==> src/rtl/prio_dec_4to2_seq_if.sv <==
// prio_dec_4to2_seq_if: index handshake and one-hot result bundle for prio_dec_4to2_seq
interface prio_dec_4to2_seq_if #(parameter int N = 2);
  logic [N-1:0] in_idx;
  logic in_valid;
  logic in_ready;
  logic [2**N-1:0] dout;
  logic dout_valid;
  logic busy;
  logic [7:0] ev_cnt;
  modport master(output in_idx, in_valid, input in_ready, dout, dout_valid, busy, ev_cnt);
  modport slave(input in_idx, in_valid, output in_ready, dout, dout_valid, busy, ev_cnt);
endinterface

==> src/rtl/prio_dec_4to2_seq.sv <==
// prio_dec_4to2_seq: accepts an encoded index, holds its one-hot expansion HOLD cycles, then GAP dead cycles, counting events
module prio_dec_4to2_seq #(
  parameter int N = 2,
  parameter int HOLD = 3,
  parameter int GAP = 1
) (
  input logic clk,
  input logic reset_n,
  prio_dec_4to2_seq_if.slave bus
);
  localparam int W = 2**N;
  localparam int CW = $clog2(HOLD > GAP ? (HOLD > 2 ? HOLD : 2) : (GAP > 2 ? GAP : 2));
  localparam logic [CW-1:0] HOLD_LD = CW'(HOLD - 1);
  localparam logic [CW-1:0] GAP_LD = CW'(GAP > 0 ? GAP - 1 : 0);
  typedef enum logic [1:0] {S_IDLE, S_HOLD, S_GAP} state_t;
  state_t state, state_d;
  logic [CW-1:0] cnt, cnt_d;
  logic [W-1:0] dout, dout_d;
  logic dv, dv_d;
  logic [7:0] ev, ev_d;
  always_ff @(posedge clk) begin
    if (!reset_n) begin
      state <= S_IDLE;
      cnt <= '0;
      dout <= '0;
      dv <= 1'b0;
      ev <= '0;
    end else begin
      state <= state_d;
      cnt <= cnt_d;
      dout <= dout_d;
      dv <= dv_d;
      ev <= ev_d;
    end
  end
  always_comb begin
    state_d = state;
    cnt_d = cnt;
    dout_d = dout;
    dv_d = dv;
    ev_d = ev;
    unique case (state)
      S_IDLE: if (bus.in_valid) begin
        dout_d = W'(1) << bus.in_idx;
        dv_d = 1'b1;
        cnt_d = HOLD_LD;
        ev_d = ev + 8'd1;
        state_d = S_HOLD;
      end
      S_HOLD: if (cnt != '0) cnt_d = cnt - 1'b1;
      else begin
        dout_d = '0;
        dv_d = 1'b0;
        cnt_d = GAP_LD;
        state_d = GAP == 0 ? S_IDLE : S_GAP;
      end
      S_GAP: if (cnt != '0) cnt_d = cnt - 1'b1;
      else state_d = S_IDLE;
      default: state_d = S_IDLE;
    endcase
  end
  assign bus.in_ready = state == S_IDLE;
  assign bus.busy = state != S_IDLE;
  assign bus.dout = dout;
  assign bus.dout_valid = dv;
  assign bus.ev_cnt = ev;
endmodule

==> src/flat_wrapper.sv <==
// flat-port wrapper written by rule: the top's interface ports become plain ports
module prio_dec_4to2_seq_flat 
#(
  parameter int N = 2,
  parameter int HOLD = 3,
  parameter int GAP = 1
)
  (clk, reset_n, bus_in_idx, bus_in_valid, bus_in_ready, bus_dout, bus_dout_valid, bus_busy, bus_ev_cnt);
  prio_dec_4to2_seq_if #(.N(N)) bus_i ();
  input logic clk;
  input logic reset_n;
  input wire logic [$bits(bus_i.in_idx)-1:0] bus_in_idx;
  input wire logic [$bits(bus_i.in_valid)-1:0] bus_in_valid;
  output wire logic [$bits(bus_i.in_ready)-1:0] bus_in_ready;
  output wire logic [$bits(bus_i.dout)-1:0] bus_dout;
  output wire logic [$bits(bus_i.dout_valid)-1:0] bus_dout_valid;
  output wire logic [$bits(bus_i.busy)-1:0] bus_busy;
  output wire logic [$bits(bus_i.ev_cnt)-1:0] bus_ev_cnt;
  assign bus_i.in_idx = bus_in_idx;
  assign bus_i.in_valid = bus_in_valid;
  assign bus_in_ready = bus_i.in_ready;
  assign bus_dout = bus_i.dout;
  assign bus_dout_valid = bus_i.dout_valid;
  assign bus_busy = bus_i.busy;
  assign bus_ev_cnt = bus_i.ev_cnt;
  prio_dec_4to2_seq #(.N(N), .HOLD(HOLD), .GAP(GAP)) u_core (.clk(clk), .reset_n(reset_n), .bus(bus_i));
endmodule
==> config.mk <==
export PLATFORM = sky130hd
export DESIGN_NAME = prio_dec_4to2_seq_flat
export DESIGN_NICKNAME = d
export VERILOG_FILES = /design/src/rtl/prio_dec_4to2_seq_if.sv /design/src/rtl/prio_dec_4to2_seq.sv /design/src/flat_wrapper.sv
export SDC_FILE = /design/constraint.sdc
export NUM_CORES = 1
export LEC_CHECK = 0
export ABC_CLOCK_PERIOD_IN_PS = 4700
export CORE_MARGIN = 1
export CORE_UTILIZATION = 52
export CTS_CLUSTER_SIZE = 28
export DETAILED_ROUTE_END_ITERATION = 12
export PLACE_DENSITY_LB_ADDON = 0.2
export SYNTH_ARGS = -nofsm -noshare
export SYNTH_HDL_FRONTEND = slang
export SYNTH_SLANG_ARGS = --single-unit
==> constraint.sdc <==
create_clock -name clk -period 4.7 [get_ports clk]
set_clock_uncertainty 0.05 [all_clocks]
set_input_delay 0.47 -clock clk [delete_from_list [all_inputs] [get_ports clk]]
set_output_delay 0.47 -clock clk [all_outputs]
set_load 0.005 [all_outputs]
==> reports/metrics.cfg <==
[cts]
clkTransAtPathRegs_ns=0.10
cts_root_buffer=clkbuf_4
cts_sinks=17
cts_setup_buffers=0
cts_hold_buf=0
cts_tree=yes
cts_buffers=3
ctsResizeCount=0
cts_buffer_depth=2
cts_max_level=1
insertion_delay_ns=0.30

[drt]
first_iter_violations=15
dr.pass1.iters=8
num_vias=831
drtAntennaViolNets=0
wl_per_cell_microns=14.6
vias_per_cell=5.94
drt_drc_violations_left=2
drt-total-wl_microns=2050

[timing]
fin_crit_ns=2.29
slew_headroom=0.526
setup_viol=0
fin_tns_setup_ns=0
maxSlewViolCount=0
finalCritPeriodShare=0.487
fmax_ghz=0.437
hold_viol_final=0
rsz0062_at_grt=no
tightestPinTransition_ns=0.710

[die]
die_area_sq_um=1950
die_h_microns=44.2
die_x_microns=44.2
start_util=0.587
coreArea_sq_um=1580
num_rows=14
ioPinCount=20

[grt]
grt_pass1_wl_microns=3620
grt_use_total=0.257
grt_max_degree=17
grt_pass1_vias=837
antenna_found_initial=0
overflow=0

[logic_synthesis]
synth_top_area_cell=dfxtp_1
syn_inst=103
yosys_warnings=0
synth_top_cell_area_share=0.368
mappedNetlistNets=120
ys_ff_latch=17
yosysUniqueCellTypes=32
syn_area_sq_um=925
syn_area_per_cell_sq_um=8.98
synth_seq_area_share=0.368
synthTopCellsByArea=dfxtp_1 37%, ha_1 16%, a21oi_1 7.6%, o21ai_0 4.3%, inv_1 4.1%

[layout]
antenna_cells=0
fillers=134
utilization=0.731
nets=142
area_growth_pct=24.6
multiInputGateArea_sq_um=538
seqCellArea_sq_um=340
drive_above_1_share=0.0565

[run]
drv_cap=0

[power]
p_leak_nw=0.436
irDropWorstVdd_v=0.000240
pwr_density_cell_nw_per_um2=371

[critical_path]
critPathMaxFanout=9
crit_start=u_core.state[0]$_SDFFE_PN0P_
worstPathArrival_ns=1.77
end_kind=output pin
criticalPathCategory=reg -> out
critPathLaunchType=flip-flop
critPathRequiredTime_ns=4.18
worstReg2RegStart=u_core.state[0]$_SDFFE_PN0P_
ff2ff_path_depth=5

[place]
place_congestion=0.801
hpwl_microns=1540
io_buffers=19

[outcome]
outcome=complete, but fails checks
violations=design-rule violations

[worst_hold_path]
min_delay_path_depth=2
holdCritStartpoint=u_core.bus.dout[3]$_SDFFE_PN0P_
worstHoldPathType=reg -> reg

## cells by family after synthesis
| family | count (synthesis) | share of synthesized area |
|---|---|---|
| xor gates and xnor gates | 2 | 0.0189 |
| buffers and inverters | 12 | 0.0501 |
| and+or+nand+nor | 26 | 0.183 |
| muxes | 1 | 0.0108 |
| DFF | 17 | 0.368 |
| adders and majority gates | 12 | 0.162 |
| AOI/OAI and AO/OA | 33 | 0.207 |
## power by group
group	switching (mW)	internal (mW)
Clock	0.0481	0.0331
Combinational	0.0868	0.0810
Sequential	0.0172	0.161
## synth_stat cells
cell type  number
nor2b_1         1
o21ai_0         8
nor2_1          2
nand4_1         1
ha_1           12
or2b_1          1
clkbuf_1        1
or4b_1          2
or4_1           2
a21o_1          1
o21ai_1         5
a221o_1         1
nand2_2         1
or2_2           1
xnor2_1         1
a2111o_1        1
buf_2           1
nand3b_1        1
mux2i_1         1
xor2_1          1
inv_1          10
or3_1           4
nand2_1         3
o31ai_1         1
o21ba_2         1
nand2b_1        1
a21oi_1        14
dfxtp_1        17
o311a_1         1
nand4bb_1       1
nand3_1         4
nand4_2         1
## flip-flops by register name (all words and copies together) (netlist names)
name and flops:
u_core.state 2, u_core.bus.dout_valid 1, u_core.cnt 2, u_core.bus.dout 4, u_core.bus.ev_cnt 8
## per-layer routing
layer  routed length, microns  share of wire  track usage
met1                      974           0.48        0.318
met2                      958           0.47        0.426
met3                       80          0.039       0.0612
met4                       36          0.018        0.109
met5                        0              0            0
## layout make-up
cell class / instances / share of cell area
Multi-Input combinational cell: 74 / 0.467
Sequential cell: 17 / 0.295
Timing Repair Buffer: 19 / 0.165
Inverter: 10 / 0.0326
Clock buffer: 4 / 0.0228
Tap cell: 16 / 0.0174
## final timing paths
| path | to | slack (ns) |
|---|---|---|
| setup reg to reg | u_core.cnt[1]$_SDFFE_PN0P_ | 2.64 |
| setup / recovery | bus_busy | 2.41 |
| hold reg to reg | u_core.bus.dout[3]$_SDFFE_PN0P_ | 0.43 |
| hold / removal | u_core.bus.dout[3]$_SDFFE_PN0P_ | 0.43 |
## layout by cell type, fill, tap and decap left out, types with 2 or more instances in the layout
| cell | n |
|---|---|
| o21ai_1 | 5 |
| a21oi_1 | 14 |
| clkbuf_4 | 3 |
| nand2_1 | 3 |
| nand3_1 | 4 |
| inv_1 | 10 |
| or3_1 | 4 |
| or4b_1 | 2 |
| o21ai_0 | 8 |
| ha_1 | 12 |
| or4_1 | 2 |
| clkdlybuf4s50_1 | 19 |
| dfxtp_1 | 17 |
| nor2_1 | 2 |
## per-stage QoR
stage          power [mW]  hold WS [ns]  instance area [sq um]  setup slack [ns]  cells
6_report            0.427         0.434                   1150              2.41    140
3_3_place_gp        0.339         0.410                   1130              2.64    136
3_5_place_dp        0.347         0.424                   1130              2.55    136
4_1_cts             0.427         0.438                   1150              2.41    140
2_1_floorplan       0.283         0.416                    925              3.11    103
5_1_grt             0.455         0.463                   1150              2.33    140
## critical path, cell delays in order, from the launching register on
cell             delay (ns)
dfxtp_1                0.42
inv_1                  0.13
ha_1                   0.34
inv_1                  0.09
clkdlybuf4s50_1        0.49
No activity file was read; power rests on OpenSTA's default activity.
